## src/rtl/fetch_sched_pkg.sv

```systemverilog
// fetch_sched_pkg: shared constants, state encoding and burst sizing helper
// for the frame fetch scheduler.
package fetch_sched_pkg;

    localparam int ATTRMAX   = 31;
    localparam int BEATBYTES = 8;

    typedef enum logic [1:0] {FS_IDLE, FS_CALC, FS_ISSUE, FS_DRAIN} fs_state_e;

    function automatic logic [8:0] burst_len(input logic [15:0] rem, input int burst);
        return (rem > 16'(burst)) ? 9'(burst) : rem[8:0];
    endfunction

endpackage

```

## src/rtl/fetch_credit.sv

```systemverilog
// fetch_credit: downstream FIFO credit counter, clamped to FIFODEPTH, with
// simultaneous return/consume and a "credit covers this burst" flag.
module fetch_credit #(
    parameter int FIFODEPTH = 512,
    parameter int CW        = $clog2(FIFODEPTH + 1)
) (
    input  logic       clk,
    input  logic       reset,
    input  logic       load,
    input  logic       inc,
    input  logic       dec,
    input  logic [8:0] len,
    output logic       ok
);

    logic [CW-1:0] credit;
    logic [17:0]   sum;
    logic [CW-1:0] credit_nxt;

    // a return at full credit is dropped so the count can never exceed the FIFO
    always_comb begin
        sum        = 18'(credit) + 18'(inc && credit != CW'(FIFODEPTH)) - (dec ? 18'(len) : 18'd0);
        credit_nxt = (sum > 18'(FIFODEPTH)) ? CW'(FIFODEPTH) : CW'(sum);
        ok         = 18'(credit) >= 18'(len);
    end

    always_ff @(posedge clk or posedge reset)
        if (reset)
            credit <= CW'(FIFODEPTH);
        else
            credit <= load ? CW'(FIFODEPTH) : credit_nxt;

endmodule

```

## src/rtl/fetch_sched.sv

```systemverilog
// fetch_sched: walks the active frame and issues credit-gated burst reads,
// re-timing returned beats to dmado/dmavalid. FETCH_STATS_EN enables the abort counter.
module fetch_sched
    import fetch_sched_pkg::*;
#(
    parameter int BURST     = 16,
    parameter int FIFODEPTH = 512,
    parameter int AW        = 32
) (
    input  logic             clk,
    input  logic             reset,
    input  logic             clkdmastart,
    input  logic [ATTRMAX:0] attr,
    input  logic [AW-1:0]    fbaddr,
    input  logic [15:0]      stride,
    output logic             rdreq,
    output logic [AW-1:0]    rdaddr,
    output logic [7:0]       rdlen,
    input  logic             rdack,
    input  logic [47:0]      rddata,
    input  logic             rdvalid,
    input  logic             fiforden,
    output logic [47:0]      dmado,
    output logic             dmavalid,
    output logic             framedone,
    output logic [15:0]      aborts
);

    fs_state_e     state, state_nxt;
    logic [15:0]   hact, vact, pitch;
    logic [AW-1:0] lineaddr;
    logic [15:0]   bcnt, ycnt, outstanding, dropcnt;
    logic          restart;
    logic [15:0]   lbeats, bnext, out_nxt;
    logic [8:0]    len;
    logic          acc, abort, line_end, last, empty, credit_ok;
    logic          launch, reload, done;

    assign acc      = rdreq && rdack;
    assign abort    = clkdmastart && state != FS_IDLE;
    assign lbeats   = 16'(({1'b0, hact} + 17'd1) >> 1);
    assign len      = burst_len(lbeats - bcnt, BURST);
    assign bnext    = bcnt + 16'(len);
    assign line_end = bnext == lbeats;
    assign last     = line_end && (ycnt + 16'd1 == vact);
    assign empty    = hact == '0 || vact == '0;
    assign out_nxt  = outstanding + (acc ? 16'(len) : 16'd0) - 16'(rdvalid);

    fetch_credit #(.FIFODEPTH(FIFODEPTH)) u_credit (
        .clk   (clk),
        .reset (reset),
        .load  (reload),
        .inc   (fiforden),
        .dec   (acc),
        .len   (len),
        .ok    (credit_ok)
    );

    always_ff @(posedge clk or posedge reset)
        if (reset)
            state <= FS_IDLE;
        else
            state <= state_nxt;

    always_comb begin
        state_nxt = state;
        case (state)
            FS_IDLE:  state_nxt = clkdmastart ? FS_CALC : FS_IDLE;
            FS_CALC:  state_nxt = (abort || empty) ? FS_DRAIN : credit_ok ? FS_ISSUE : FS_CALC;
            FS_ISSUE: state_nxt = (abort || (acc && last)) ? FS_DRAIN : acc ? FS_CALC : FS_ISSUE;
            FS_DRAIN: state_nxt = (abort || outstanding != '0) ? FS_DRAIN : restart ? FS_CALC : FS_IDLE;
            default:  state_nxt = FS_IDLE;
        endcase
    end

    // an aborted frame leaves DRAIN straight into CALC for the new frame, without framedone
    always_comb begin
        launch = state == FS_CALC && state_nxt == FS_ISSUE;
        reload = state == FS_DRAIN && state_nxt == FS_CALC;
        done   = state == FS_DRAIN && state_nxt == FS_IDLE;
    end

    always_ff @(posedge clk or posedge reset)
        if (reset) begin
            hact        <= '0;
            vact        <= '0;
            pitch       <= '0;
            lineaddr    <= '0;
            bcnt        <= '0;
            ycnt        <= '0;
            outstanding <= '0;
            dropcnt     <= '0;
            restart     <= 1'b0;
            rdreq       <= 1'b0;
            rdaddr      <= '0;
            rdlen       <= '0;
            dmado       <= '0;
            dmavalid    <= 1'b0;
            framedone   <= 1'b0;
        end else begin
            if (clkdmastart) begin
                hact     <= attr[31:16];
                vact     <= attr[15:0];
                pitch    <= stride;
                lineaddr <= fbaddr;
                bcnt     <= '0;
                ycnt     <= '0;
            end else if (acc) begin
                bcnt     <= line_end ? 16'd0 : bnext;
                ycnt     <= ycnt + 16'(line_end);
                lineaddr <= line_end ? lineaddr + AW'(pitch) : lineaddr;
            end
            outstanding <= out_nxt;
            // beats already in flight when the frame is aborted are swallowed here
            dropcnt     <= abort ? out_nxt : (rdvalid && dropcnt != '0) ? dropcnt - 16'd1 : dropcnt;
            restart     <= abort ? 1'b1 : reload ? 1'b0 : restart;
            rdreq       <= state_nxt == FS_ISSUE;
            if (launch) begin
                rdaddr <= lineaddr + AW'(bcnt) * AW'(BEATBYTES);
                rdlen  <= 8'(len - 9'd1);
            end
            dmado     <= rddata;
            dmavalid  <= rdvalid && dropcnt == '0;
            framedone <= done;
        end

`ifdef FETCH_STATS_EN
    always_ff @(posedge clk or posedge reset)
        if (reset)
            aborts <= '0;
        else if (abort && aborts != 16'hFFFF)
            aborts <= aborts + 16'd1;
`else
    assign aborts = '0;
`endif

endmodule
```

## config.mk

```make
export PLATFORM = sky130hd
export DESIGN_NAME = fetch_sched
export DESIGN_NICKNAME = d
export VERILOG_FILES = /design/src/rtl/fetch_sched_pkg.sv /design/src/rtl/fetch_credit.sv /design/src/rtl/fetch_sched.sv
export SDC_FILE = /design/constraint.sdc
export NUM_CORES = 1
export LEC_CHECK = 0
export CAP_MARGIN = 20
export CELL_PAD_IN_SITES_DETAIL_PLACEMENT = 1
export CELL_PAD_IN_SITES_GLOBAL_PLACEMENT = 1
export CORE_MARGIN = 1.5
export CORE_UTILIZATION = 42
export DETAILED_ROUTE_END_ITERATION = 8
export GPL_ROUTABILITY_DRIVEN = 0
export PLACE_DENSITY = 0.83
export SLEW_MARGIN = 30
export SYNTH_ARGS = -nofsm -noshare
export SYNTH_HDL_FRONTEND = slang
export SYNTH_SLANG_ARGS = --single-unit
```

## constraint.sdc

```tcl
create_clock -name clk -period 11.6 [get_ports clk]
set_input_delay 2.32 -clock clk [delete_from_list [all_inputs] [get_ports clk]]
set_output_delay 2.32 -clock clk [all_outputs]
set_load 0.01 [all_outputs]
```

After elaboration in Yosys (flattened, before gate mapping) --
Index checks and enable logic that the tools add are counted.
Operators by class: muxes and demuxes 25, equal/unequal tests 8, shifts and indexed selects 0, bitwise logic cells 0, $add $sub $neg 13, div/mod/pow operators 0, reductions and logical operators 27, order comparisons 3, multipliers 0
Operators by type and width (number):
- $mux W16 | 7
- $mux W32 | 3
- $logic_not A16 Y1 | 3
- $add A16 B9 Y16 | 2
- $add A32 B16 Y32 | 1
- $add A32 B19 Y32 | 1
- $eq A16 B16 Y1 | 2
- $reduce_bool A16 Y1 | 2
- $mux W9 | 3
- $mux W10 | 2
- $gt A18 B10 Y1 const B | 1
- $sub A18 B18 Y18 | 1
- $add A16 B1 Y17 const B | 1
- $add A16 B1 Y16 | 1
- $add A16 B1 Y16 const B | 1
- $gt A16 B5 Y1 const B | 1
- $sub A16 B1 Y16 | 1
- $sub A16 B1 Y16 const B | 1
- $sub A16 B16 Y16 | 1
- $add A10 B1 Y11 | 1
- $ge A10 B9 Y1 | 1
- $logic_and A1 B1 Y1 | 10
- $mux W2 | 5
- $ne A10 B10 Y1 const B | 1
- other kinds (9) | 23
Storage, ports and cells: bits in latches 0, flip-flop bits (word level) 248, memory bits (writable) 0, logic and storage cells 93, output and inout port bits 107, memories 0, bits of input ports 134, memory bits (read-only) 0

Depth between registers and ports, before layout --
word-level depth 15, depth in mapped cells 35, depth with buffers taken out 32

Cells and area by module --
From an unflattened synthesis, not the netlist that was laid out.
Second synthesis, totals: cells, all modules 1612, area total of the unflattened synthesis 15327.2 um^2
By module, submodules not included:
- fetch_sched | area an instance 14061.0 um^2, cells each 1472, instances 1, seq. area each 5955.7 um^2
- fetch_credit | area an instance 1266.2 um^2, cells each 140, instances 1, seq. area each 251.5 um^2

Worst setup path after synthesis --
No wires, ideal clock.
path type register -> register, start point register hact[0], end point register ycnt[13], setup time 0.078 ns, path buffers 2, slack 4.591 ns, data required time 11.522 ns, arrival 6.931 ns, cell stages (with the launch flop) 32, period minus slack after synthesis 7.009 ns, cells stage by stage dfrtp_1 > ha_1 > nand4_4 > or4_4 > xor2_2 > inv_2 > ha_1 > nor2_1 > o21ba_2 > a222oi_1 > nor4b_1 > o211ai_1 > nor4_1 > o2111ai_1 > clkbuf_1 > nor2_1 > ha_1 > inv_1 > fa_1 > xnor2_1 > xor3_1 > or3_4 > nor2b_1 > nand4_1 > nor3_1 > and4b_1 > ha_1 > nand3_1 > or3_1 > clkbuf_1 > or3_1 > a21oi_1
Between the ends: longest elaborated chain between the ends 9
Ends and longest elaborated chain:
- start: declaration | line fetch_sched.sv:30 | logic [15:0] hact, vact, pitch;
- start signal: assignment | line fetch_sched.sv:102 | hact <= attr[31:16];
- $add A16 B1 Y17 * | line fetch_sched.sv:41 | assign lbeats = 16'(({1'b0, hact} + 17'd1) >> 1);
- $sub A16 B16 Y16 | line fetch_sched.sv:42 | assign len = burst_len(lbeats - bcnt, BURST);
- $gt A16 B5 Y1 | line fetch_sched_pkg.sv:11 | return (rem > 16'(burst)) ? 9'(burst) : rem[8:0];
- $mux W9 | line fetch_sched_pkg.sv:11
- $add A16 B9 Y16 | line fetch_sched.sv:43 | assign bnext = bcnt + 16'(len);
- $eq A16 B16 Y1 * | line fetch_sched.sv:44 | assign line_end = bnext == lbeats;
- $add A16 B1 Y16 * | line fetch_sched.sv:110 | ycnt <= ycnt + 16'(line_end);
- $mux W16 * | line fetch_sched.sv:108 | end else if (acc) begin
- $mux W16 * | line fetch_sched.sv:101 | if (clkdmastart) begin
- end signal: assignment | line fetch_sched.sv:110
- end: declaration | line fetch_sched.sv:32 | logic [15:0] bcnt, ycnt, outstanding, dropcnt;
Mark *: on every way between the ends. The rest lies on a longest branch, timed or not. The select of a mux whose other input is x is not followed. A chain may end at the register's enable or synchronous reset.

Worst setup path in the final report --
start point register hact[0], end point register ycnt[9]
Same word-level chain as after synthesis.

==> reports/results.txt <==
Worst Clk Skew = 27.61 ps
Clock Sinks = 248
Core ar. = 0.03670 mm^2
Outcome = completed
IO Count = 241
Seq cells post-synth = 248
Area of the multi-input gates = 0.008862 mm^2
TritonCTS clock tree = yes
Chip Width = 196.5 um
Pre-CTS setup slack = 3246 ps
Htree depth = 1
Post-synth EDFFs = 0
Register area = 0.006207 mm^2
Final min period = 8588 ps
Post-synth top area cell = dfrtp_1
Number of global-route vias before repair = 14,725
Synth Instances = 1,674
Most area-consuming cells after synthesis = dfrtp_1 39%, ha_1 8.7%, xnor2_1 4.8%
PostCTS Resize Cnt = 0
DR WL/cell = 19.67 um
First-pass GRT wire length = 76,650 um
Netlist cell types = 89
Syn Area/Cell = 9.391 um^2
Total Wirelength = 46,930 um
Max-slew violations = 0
Post-Route Setup TNS = 0 ps
Clock-pin transition on the worst setup and hold timing paths = 60 ps
Design area = 0.01944 mm^2
Violation count after the first detailed-route iteration = 598
Initial Util = 42.84%
Via count = 13,340
Max-cap viol count = 0
Crit path kind = register to register
Switching Fraction = 36.11%
Headroom to the max-slew limit = 39.65%
HP Class = register to register
Placed inst area = 0.01838 mm^2
Final setup margin = 3012 ps
Worst-Skew Late Latency = 600 ps
Antenna-violating nets left = 0
Flop pwr share = 34.0%
FP Rows = 70
Grt total ovfl = 0
# hold bufs at CTS = 0
Worst Path Max Fanout = 12
Max VDD drop = 0.1327 mV
Post-CTS setup buffer count = 0
N_diodes = 0
Sequential cell area fraction in the yosys report = 39.49%
Internal = 2.151 mW
Top cell type's share of synthesized area = 39.32%
Share of post-route cells with drive strength above 1 = 8.081%
Clock network power share = 29.3%
Crit. End Element = register
Async S/R FF share, synth = 100.0%
Final setup vio count = 0
Clock Path Buffers = 3
Sw Pwr = 1.216 mW
Y dimension of the die = 196.5 um
Fmax = 0.1164 GHz
Fillers = 4,199
Fin. Hold Viols = 0
Root buf cell = clkbuf_16
DRC violations left = 0
Final core utilization = 52.98%
Arrival time worst endpoint = 9080 ps
Die Area = 0.03860 mm^2
Initial DRT Pass Iterations = 6
Crit path launch type = register
TritonCTS Buffers = 30
Antenna violations before repair = 0
Synth Flop Type = dfrtp_1
Final #Nets = 2,145
Yosys warns = 0
Crit path largest cell delay = 570 ps
CP max-delay cell = or4_4
Placed wire-length estimate = 34,680 um
Critical Path RT = 12,090 ps
RSZ-0062 raised after global routing = false
Largest net degree at the start of global routing = 144
PortBufs = 224
Mapped cell area = 0.01572 mm^2
Total GRT Usage = 24.58%
Via density = 5.591
Layout area overhead = 23.67%
Pleak = 8.505 nW
Pwr/cell area = 173.2 mW/mm^2
Worst-Margin Slew = 905.3 ps
Worst path most repeated cell = ha_1
Comb power frac = 36.7%
Final worst path period share = 74.04%
## synthesized netlist by cell type (all sizes together), types with 31 or more instances
cell type	n
mux2	51
nor2	98
o21ai	108
nand2	161
clkbuf	43
nor3	57
a21oi	78
buf	31
inv	107
xor2	57
xnor2	87
ha	109
nand3	59
nand4	34
dfrtp	247
## power groups by stage
stage	logic [mW]	registers, mW	clock network [mW]
3_3_place_gp	1.15	1.15	0
5_1_grt	1.38	1.16	1.04
2_1_floorplan	0.862	1.12	0
4_1_cts	1.24	1.14	1.01
3_5_place_dp	1.22	1.16	0
6_report	1.23	1.15	0.986
## layout by cell type, fill, tap and decap left out, drive strengths merged, types with 12 or more instances in the layout
cell type and count:
a21o 19, a21oi 78, a31oi 13, and2 12, and3 20, buf 12
clkbuf 38, clkdlybuf4s50 223, clkinv 12, conb 31, dfrtp 247, ha 109
inv 107, mux2 51, mux2i 24, nand2 161, nand2b 20, nand3 59
nand4 34, nor2 98, nor2b 20, nor3 57, nor4 30, o21a 14
o21ai 108, o31ai 12, or3 20, xnor2 87, xor2 57
## registers in the layout (all words and copies together), names as in the netlist, 2 cells and up
signal and count:
bcnt 16, dmado 48, dropcnt 16, hact 16
lineaddr 32, outstanding 16, pitch 16, rdaddr 32
rdlen 8, state 2, u_credit.credit 10, vact 16
ycnt 16
## per-layer routing
| metal | wire length, um | track usage, % | up-vias |
|---|---|---|---|
| li1 | - | - | 6313 |
| met1 | 19350 | 29.59 | 6604 |
| met2 | 23940 | 44.12 | 302 |
| met3 | 1956 | 3.525 | 121 |
| met4 | 1681 | 9.801 | 0 |
| met5 | 0 | 0 | - |
## through the flow
stage,cells,power [mW],hold slack (ps)
floorplan,1703,1.985,446.2
global placement,2332,2.295,460.5
detailed placement,2332,2.372,472.2
CTS,2386,3.392,485.7
global route,2386,3.588,494.9
finish,2386,3.367,478.4
## path summary, 6_finish.rpt
check / from / to / slack (ps) / cells past startpoint
max in group asynchronous: reset / rdaddr[22] / 8040 / 3
hold / removal: rdaddr[18] / rdaddr[18] / 480 / 2
setup / recovery: hact[0] / ycnt[9] / 3010 / 28
min in group asynchronous: reset / dmado[34] / 2220 / 2
setup reg to reg: hact[0] / ycnt[9] / 3010 / 28
hold reg to reg: rdaddr[18] / rdaddr[18] / 480 / 2
## critical path: cells and delay by family, from the launching register on
family                   cells  cell delay [ps]
AO/OA/AOI/OAI                8             2390
XOR/XNOR                     1              270
adder cells (fa/ha/maj)      5             1480
buffers and inverters        2              150
flip-flops                   1              410
AND/OR/NAND/NOR             12             3810
## cell families after synthesis
logic type	after synthesis	share of synthesized area, %
simple gates	575	19.02
buf+inv	182	4.887
mux	75	5.181
flops	248	39.49
fa+ha+maj	115	9.440
other cells	2	0.04777
xor+xnor	149	8.803
compound gates	328	13.13
## final cells by class
cell class | count | share of cell area, %
repair buffers | 235 | 11.94
clock buffers | 38 | 4.376
multi-input cells | 1273 | 45.59
inverters | 108 | 2.150
flip-flops and latches | 248 | 31.93
well taps | 468 | 3.012
clock inverters | 16 | 1.004
(Power assumes the default switching activity.)
